**src/rtl/arm_prog_loader.sv**
```systemverilog
// Program loader: packs a little-endian host byte stream into 32-bit words,
// writes them to program memory, then releases the core and supervises it
// until it halts, times out, or the load overflows the memory.
module arm_prog_loader #(
  parameter logic [31:0] BASE_ADDR = 32'h0,
  parameter int unsigned MEM_WORDS = 1024,
  parameter int unsigned TIMEOUT   = 0
) (
  input  logic        clk,
  input  logic        rst,
  input  logic        load_start,
  input  logic        in_valid,
  output logic        in_ready,
  input  logic [7:0]  in_byte,
  input  logic        in_last,
  input  logic        halted,
  output logic [31:0] mem_addr,
  output logic [31:0] mem_data_in,
  output logic        mem_write_en,
  output logic        core_rst,
  output logic [2:0]  state,
  output logic [15:0] word_count,
  output logic [31:0] run_cycles,
  output logic        done,
  output logic        error
);

  typedef enum logic [2:0] {
    S_IDLE   = 3'd0,
    S_LOAD   = 3'd1,
    S_RUN    = 3'd2,
    S_HALTED = 3'd3,
    S_ERROR  = 3'd4
  } state_t;

  state_t      r_state;
  state_t      w_next;

  logic [1:0]  r_idx;
  logic [31:0] r_asm;
  logic        r_fin;
  logic [15:0] r_wc;
  logic        r_we;
  logic [31:0] r_addr;
  logic [31:0] r_data;
  logic [31:0] r_run;
  logic        r_done;
  logic        r_err;

  logic        w_in_ready;
  logic        w_start;
  logic        w_accept;
  logic        w_overflow;
  logic        w_byte_ok;
  logic        w_word_done;
  logic        w_timeout;
  logic [31:0] w_word;

  assign w_start     = load_start &&
                       (r_state == S_IDLE || r_state == S_HALTED || r_state == S_ERROR);
  assign w_accept    = in_valid && w_in_ready;
  assign w_overflow  = w_accept && (32'(r_wc) == MEM_WORDS);
  assign w_byte_ok   = w_accept && !w_overflow;
  assign w_word_done = w_byte_ok && (r_idx == 2'd3 || in_last);
  // Assembly register only ever holds filled bytes, so a partial word is zero-padded.
  assign w_word      = r_asm | (32'(in_byte) << {r_idx, 3'b000});
  assign w_timeout   = (TIMEOUT != 0) && (r_run == TIMEOUT);

  // State register
  always_ff @(posedge clk or negedge rst) begin
    if (!rst) r_state <= S_IDLE;
    else      r_state <= w_next;
  end

  // Next-state logic
  always_comb begin
    w_next = r_state;
    unique case (r_state)
      S_IDLE, S_HALTED, S_ERROR: if (load_start) w_next = S_LOAD;
      S_LOAD: begin
        // r_fin marks the cycle carrying the final write; leave only after it.
        if (r_fin)           w_next = S_RUN;
        else if (w_overflow) w_next = S_ERROR;
      end
      S_RUN: begin
        if (halted)         w_next = S_HALTED;
        else if (w_timeout) w_next = S_ERROR;
      end
      default: w_next = S_IDLE;
    endcase
  end

  // State-decoded outputs
  always_comb begin
    w_in_ready = (r_state == S_LOAD) && !r_fin;
    core_rst   = (r_state != S_RUN);
  end

  // Byte assembly and memory write port
  always_ff @(posedge clk or negedge rst) begin
    if (!rst) begin
      r_idx  <= '0;
      r_asm  <= '0;
      r_fin  <= 1'b0;
      r_wc   <= '0;
      r_we   <= 1'b0;
      r_addr <= '0;
      r_data <= '0;
    end else begin
      r_we <= w_word_done;
      if (w_start) begin
        r_idx <= '0;
        r_asm <= '0;
        r_fin <= 1'b0;
        r_wc  <= '0;
      end else if (w_word_done) begin
        r_addr <= BASE_ADDR + {14'b0, r_wc, 2'b00};
        r_data <= w_word;
        r_wc   <= r_wc + 16'd1;
        r_idx  <= '0;
        r_asm  <= '0;
        r_fin  <= in_last;
      end else if (w_byte_ok) begin
        r_asm <= w_word;
        r_idx <= r_idx + 2'd1;
      end else if (r_fin) begin
        r_fin <= 1'b0;
      end
    end
  end

  // Run-cycle counter and sticky status flags
  always_ff @(posedge clk or negedge rst) begin
    if (!rst) begin
      r_run  <= '0;
      r_done <= 1'b0;
      r_err  <= 1'b0;
    end else if (w_start) begin
      r_run  <= '0;
      r_done <= 1'b0;
      r_err  <= 1'b0;
    end else begin
      if (r_state == S_RUN && !halted && r_run != '1) r_run <= r_run + 32'd1;
      if (r_state == S_RUN && halted) r_done <= 1'b1;
      if (w_overflow || (r_state == S_RUN && !halted && w_timeout)) r_err <= 1'b1;
    end
  end

  assign in_ready     = w_in_ready;
  assign mem_write_en = r_we;
  assign mem_addr     = r_addr;
  assign mem_data_in  = r_data;
  assign state        = r_state;
  assign word_count   = r_wc;
  assign run_cycles   = r_run;
  assign done         = r_done;
  assign error        = r_err;

endmodule

```
**config.mk**
```make
export PLATFORM = sky130hd
export DESIGN_NAME = arm_prog_loader
export DESIGN_NICKNAME = d
export VERILOG_FILES = /design/src/rtl/arm_prog_loader.sv
export SDC_FILE = /design/constraint.sdc
export NUM_CORES = 1
export LEC_CHECK = 0
export CORE_MARGIN = 3
export CORE_UTILIZATION = 51
export CTS_CLUSTER_SIZE = 16
export DETAILED_ROUTE_END_ITERATION = 10
export PLACE_DENSITY_LB_ADDON = 0.2
export SYNTH_ARGS = -nofsm -noshare
export SYNTH_HDL_FRONTEND = slang
export SYNTH_SLANG_ARGS = --single-unit
```
**constraint.sdc**
```tcl
create_clock -name clk -period 3.05 [get_ports clk]
set_clock_uncertainty 0.15 [all_clocks]
set_input_delay 0.7625 -clock clk [delete_from_list [all_inputs] [get_ports clk]]
set_output_delay 0.7625 -clock clk [all_outputs]
set_load 0.01 [all_outputs]
```
# Word level (Yosys, flattened, before mapping)
# Cells that the tools add are included.
# word_totals
regBits,137
out_inout_bits,120
word_cells,75
input_bits,14
# op_classes
bitwise_logic,2
eq_ne,12
shift,1
n_addsub,3
n_reduce_logical,24
mux,22
# ops
op,count
two-way mux 32 bit,5
adder 32 x 1 -> 32 bit (second input constant),1
two-way mux 16 bit,2
inequality test 32 bit (second input constant),1
bitwise OR 32 bit,1
left shift 8 x 5 -> 32 bit,1
adder 16 x 1 -> 16 bit (second input constant),1
equality test 16 x 11 -> 1 bit (second input constant),1
two-way mux 3 bit,4
logical AND 1 bit,9
one-hot mux 3 bit (3 select lines),1
nonzero test 2 bit,4
two-way mux 1 bit,7
equality test 3 x 2 -> 1 bit (second input constant),2
two-way mux 2 bit,3
inequality test 3 x 2 -> 1 bit (second input constant),2
inequality test 2 bit (second input constant),2
equality test 3 x 1 -> 1 bit (second input constant),1
equality test 3 bit (second input constant),1
logical NOT 1 bit,3
logical NOT 3 bit,1
logical OR 1 bit,3
inequality test 3 bit (second input constant),1
AND reduction 3 bit,1
6 further kinds,6

# Depth between registers and ports, before layout
# logic_depth
ltp_word,9
mapped_depth,10
depth_no_buf,7

# Worst setup path after synthesis
# No wires, ideal clock.
# synth_timing
kind,input to register
start,input port halted
end,"register r_run[31], in the netlist run_cycles[31]"
arrival_time_ns,2.287
stages,5
required_ns,2.822
setup_ns,0.078
slack_ns,0.535
n_path_buf,0
cell_sequence,or4b_4 nor4_4 o211ai_2 or3_1 a21oi_1
# synth_via
elab_chain_len,4
# synth_rtl
element,line_no,source
"start, declared",16,"input logic halted,"
logical NOT 1 bit,-,
logical AND 1 bit,-,
logical AND 1 bit,143,if (r_state == S_RUN && !halted && r_run != '1) r_run <= r_run + 32'd1;
nonzero test 2 bit (no line),-,
"end signal, assigned",143,
"end, declared",46,logic [31:0] r_run;
# Every way passes these cells.
# A chain may end at the register's enable or synchronous reset.

# Worst setup path in the final report
# layout_timing
start,"register r_state[1], in the netlist state[1]"
end,output port in_ready
# layout_via
elab_chain_len,2
# layout_rtl
element,line_no,source
"start, declared",36,state_t r_state;
"start signal, assigned",72,else r_state <= w_next;
equality test 3 x 1 -> 1 bit,95,w_in_ready = (r_state == S_LOAD) && !r_fin;
logical AND 1 bit,95,
"end, declared",13,"output logic in_ready,"
# Every way passes these cells.

==> impl_metrics.csv <==
group,metric,value,unit
run_status,outcome,"finished, final reports clean",
global_routing,grt_antenna_before_repair,0,
timing,fin_crit,2.90,ns
drt,avgViaCountPerCell,5.70,
timing,fmax,345,MHz
floorplanning,dieArea,0.0136,sq mm
min_path,hp-class,"in -> async",
drt,num_vias,5201,
global_routing,grt_pass1_wl,24300,microns
clock_tree,clock_latency,0.41,ns
drt,wl_per_cell,16.4,microns
timing,worstMarginPinSlew,0.838,ns
clock_tree,path_clk_slew,0.05,ns
critical_path,crit_chain,"nor4b_4 > clkdlybuf4s50_1",
layout,num_antenna_cells,0,
power,peakVddDrop,573,uV
drt,drcViolationCount,0,
clock_tree,cts_tree,"built",
logic_synthesis,synthTopCellsByArea,"dfrtp_1 (55%), a21oi_1 (10%), nor2_1 (5.2%)",
logic_synthesis,ys.flop_type,"dfrtp_1",
timing,slew_headroom,44.0,%
logic_synthesis,syn_avg_cell_area,9.91,sq um
critical_path,slowest_stage,"clkdlybuf4s50_1",
critical_path,path_buf_inv,1,
timing,grt_setup_unrepaired,"no",
layout,num-fill-cells,872,
place,pre_cts_ws,-0.137,ns
clock_tree,clk_path_buf_depth,2,
floorplanning,start_util,53.4,%
clock_tree,postCtsSetupRepairBufs,0,
critical_path,crit_arrival,1.98,ns
logic_synthesis,synth-seq-cells,137,
global_routing,overflow,0,
logic_synthesis,synthDominantCellAreaShare,55.0,%
floorplanning,die_x,117,microns
global_routing,grt_max_degree,80,
place,gp_congestion,0.825,
logic_synthesis,netlist_area,0.00623,sq mm
layout,nets,775,
place,place_area,0.00764,sq mm
clock_tree,cts_sinks,137,
logic_synthesis,yosysUniqueCellTypes,51,
place,hpwlAfterDp,10300,microns
layout,fin_area,0.00820,sq mm
critical_path,path_max_fanout,9,
global_routing,first_global_vias,5015,
layout,area_growth,31.6,%
clock_tree,root_buffer,"clkbuf_16",
floorplanning,die_h,117,microns
critical_path,critPathMaxStageDelay,0.62,ns
floorplanning,ios,134,
critical_path,endpoint_kind,"output port",
timing,min_period_over_period,94.9,%
timing,whs,0.0964,ns
logic_synthesis,synth_edf_count,0,
drt,ant_nets,0,
timing,worst_slack,0.154,ns
logic_synthesis,synth_top_area_cell,"dfrtp_1",
place,io_buffers,117,
critical_path,worst_setup_path_start_kind,"register",
power,p_per_area,748,mW/mm^2
drt,routed_wl,14900,microns
drt,drtIter0Drc,333,
timing,slew_violations,0,
logic_synthesis,yosysWarnings,0,
clock_tree,cts_htree_levels,4,
clock_tree,cts_resized,0,
logic_synthesis,syn-instance-count,629,
timing,setup_violations,0,
layout,drive_gt1_share,11.1,%
clock_tree,cts_buffers,17,
floorplanning,design.core.area,0.0117,sq mm
logic_synthesis,synthArstFlopShare,100,%
logic_synthesis,yosysSeqAreaShare,55.0,%
critical_path,criticalPathCategory,"reg -> out",
power,p_leak,3.52,nW
timing,fin_tns_setup,0,ns
timing,hold_viol,0,
clock_tree,cts_hold_buf,0,
global_routing,gr-usage-all-layers,22.8,%
critical_path,required,2.14,ns
run,maxCapViolations,0,
drt,dr.pass1.iters,5,
floorplanning,num_rows,39,
critical_path,path_delay_family,"buffers and inverters",
## state kept, by name, indices dropped and copies added (netlist names)
signal / count
mem_data_in: 32
r_asm: 32
run_cycles: 32
mem_addr: 16
word_count: 16
state: 3
r_idx: 2
done: 1
error: 1
mem_write_en: 1
r_fin: 1
## final timing paths
check                         startpoint             to  slack (ns)  cells after the start
setup / recovery                state[1]       in_ready        0.15                      2
hold / removal                       rst  run_cycles[4]         0.1                      1
setup reg to reg           word_count[0]       r_asm[8]        0.42                      8
hold reg to reg                 r_asm[6]       r_asm[6]        0.34                      2
max in group asynchronous            rst       r_idx[1]        1.93                      2
min in group clk                r_asm[6]       r_asm[6]        0.34                      2
## worst register-to-register path, cell delays in order (launching register included)
cell and delay, ns:
dfrtp_1 0.44, inv_1 0.10, ha_1 0.20, nor4b_1 0.14
and4_1 0.28, buf_4 0.24, nor3b_1 0.71, a21oi_1 0.17
nor2_1 0.13
## cells in the mapped netlist, types with 6 or more instances
master and n:
nor4_1 6, and4_1 8, nand3_1 15, nand2_1 28, nor2_1 87, nand4_1 11
o211ai_1 8, buf_4 17, or3_1 22, mux2_2 16, clkbuf_1 14, dfrtp_1 137
o21ai_0 28, inv_1 11, a21oi_1 124, and2_1 6, buf_1 15, xnor2_1 8
## cell type report
class                      count  area (sq um)  area share [%]
clock inverter                 9           100            1.22
multi-input combinational    445          2570            31.3
timing repair buffer         145          1430            17.5
sequential                   137          3430            41.8
clock buffer                  22           454            5.54
tap                          143           179            2.18
inverter                      11          41.3           0.503
## kinds of logic (layout without fill, tap and decap cells)
logic type	after synthesis	in the layout	share of synthesized area, %
xor+xnor	13	13	1.83
fa+ha+maj	4	4	0.803
mux	19	19	3.37
buf+inv	62	187	4.96
flops	137	137	55.0
other cells	1	16	0.0602
simple gates	214	214	18.4
compound gates	179	179	15.6
## power breakdown
group	internal, mW	leakage (nW)	switching, mW
Combinational	0.875	1.43	0.898
Clock	1.21	0.270	0.719
Sequential	2.17	1.83	0.262
## metal layers
| layer | global-route usage [%] | share of wire [%] | wire [microns] | vias to the layer above |
|---|---|---|---|---|
| met1 | 29.3 | 43 | 6400 | 2549 |
| li1 | - | - | - | 2468 |
| met5 | 0 | 0 | 0 | - |
| met2 | 38.0 | 50 | 7420 | 167 |
| met3 | 5.85 | 6.3 | 938 | 17 |
| met4 | 7.42 | 1.2 | 181 | 0 |
## stage by stage
step / instances / total power, mW / utilization [%]
after floorplan: 644 / 3.34 / -
after global placement: 881 / 4.19 / 65.6
after detailed placement: 881 / 4.23 / 65.6
after CTS: 912 / 6.20 / 70.3
after global routing: 912 / 6.49 / 70.3
final: 912 / 6.13 / 70.3
## cells in the final DEF (no fill, tap or decap), types with 3 or more instances in the layout
| master | synthesis | routed |
|---|---|---|
| dfrtp_1 | 137 | 137 |
| and2_1 | 6 | 6 |
| buf_12 | 0 | 4 |
| o211ai_1 | 8 | 8 |
| nand2b_1 | 3 | 3 |
| nor4b_1 | 3 | 3 |
| xor2_1 | 5 | 5 |
| nor3_1 | 5 | 5 |
| a21oi_1 | 124 | 124 |
| nor4_1 | 6 | 6 |
| mux2i_1 | 3 | 3 |
| or3_1 | 22 | 22 |
| inv_1 | 11 | 11 |
| conb_1 | 1 | 16 |
| o21ai_0 | 28 | 28 |
| xnor2_1 | 8 | 8 |
| nor2_1 | 87 | 86 |
| nand4_1 | 11 | 11 |
| or4_1 | 3 | 3 |
| a31oi_1 | 3 | 3 |
| nand2_1 | 28 | 28 |
| o31ai_1 | 5 | 4 |
| ha_1 | 4 | 4 |
| buf_4 | 17 | 24 |
| clkbuf_1 | 14 | 4 |
| mux2_2 | 16 | 16 |
| and4_1 | 8 | 8 |
| clkinv_2 | 0 | 5 |
| clkdlybuf4s50_1 | 0 | 116 |
| nand3_1 | 15 | 15 |
| clkbuf_16 | 0 | 17 |
| nor3b_1 | 3 | 3 |
Power figures use the tool's default switching activity.
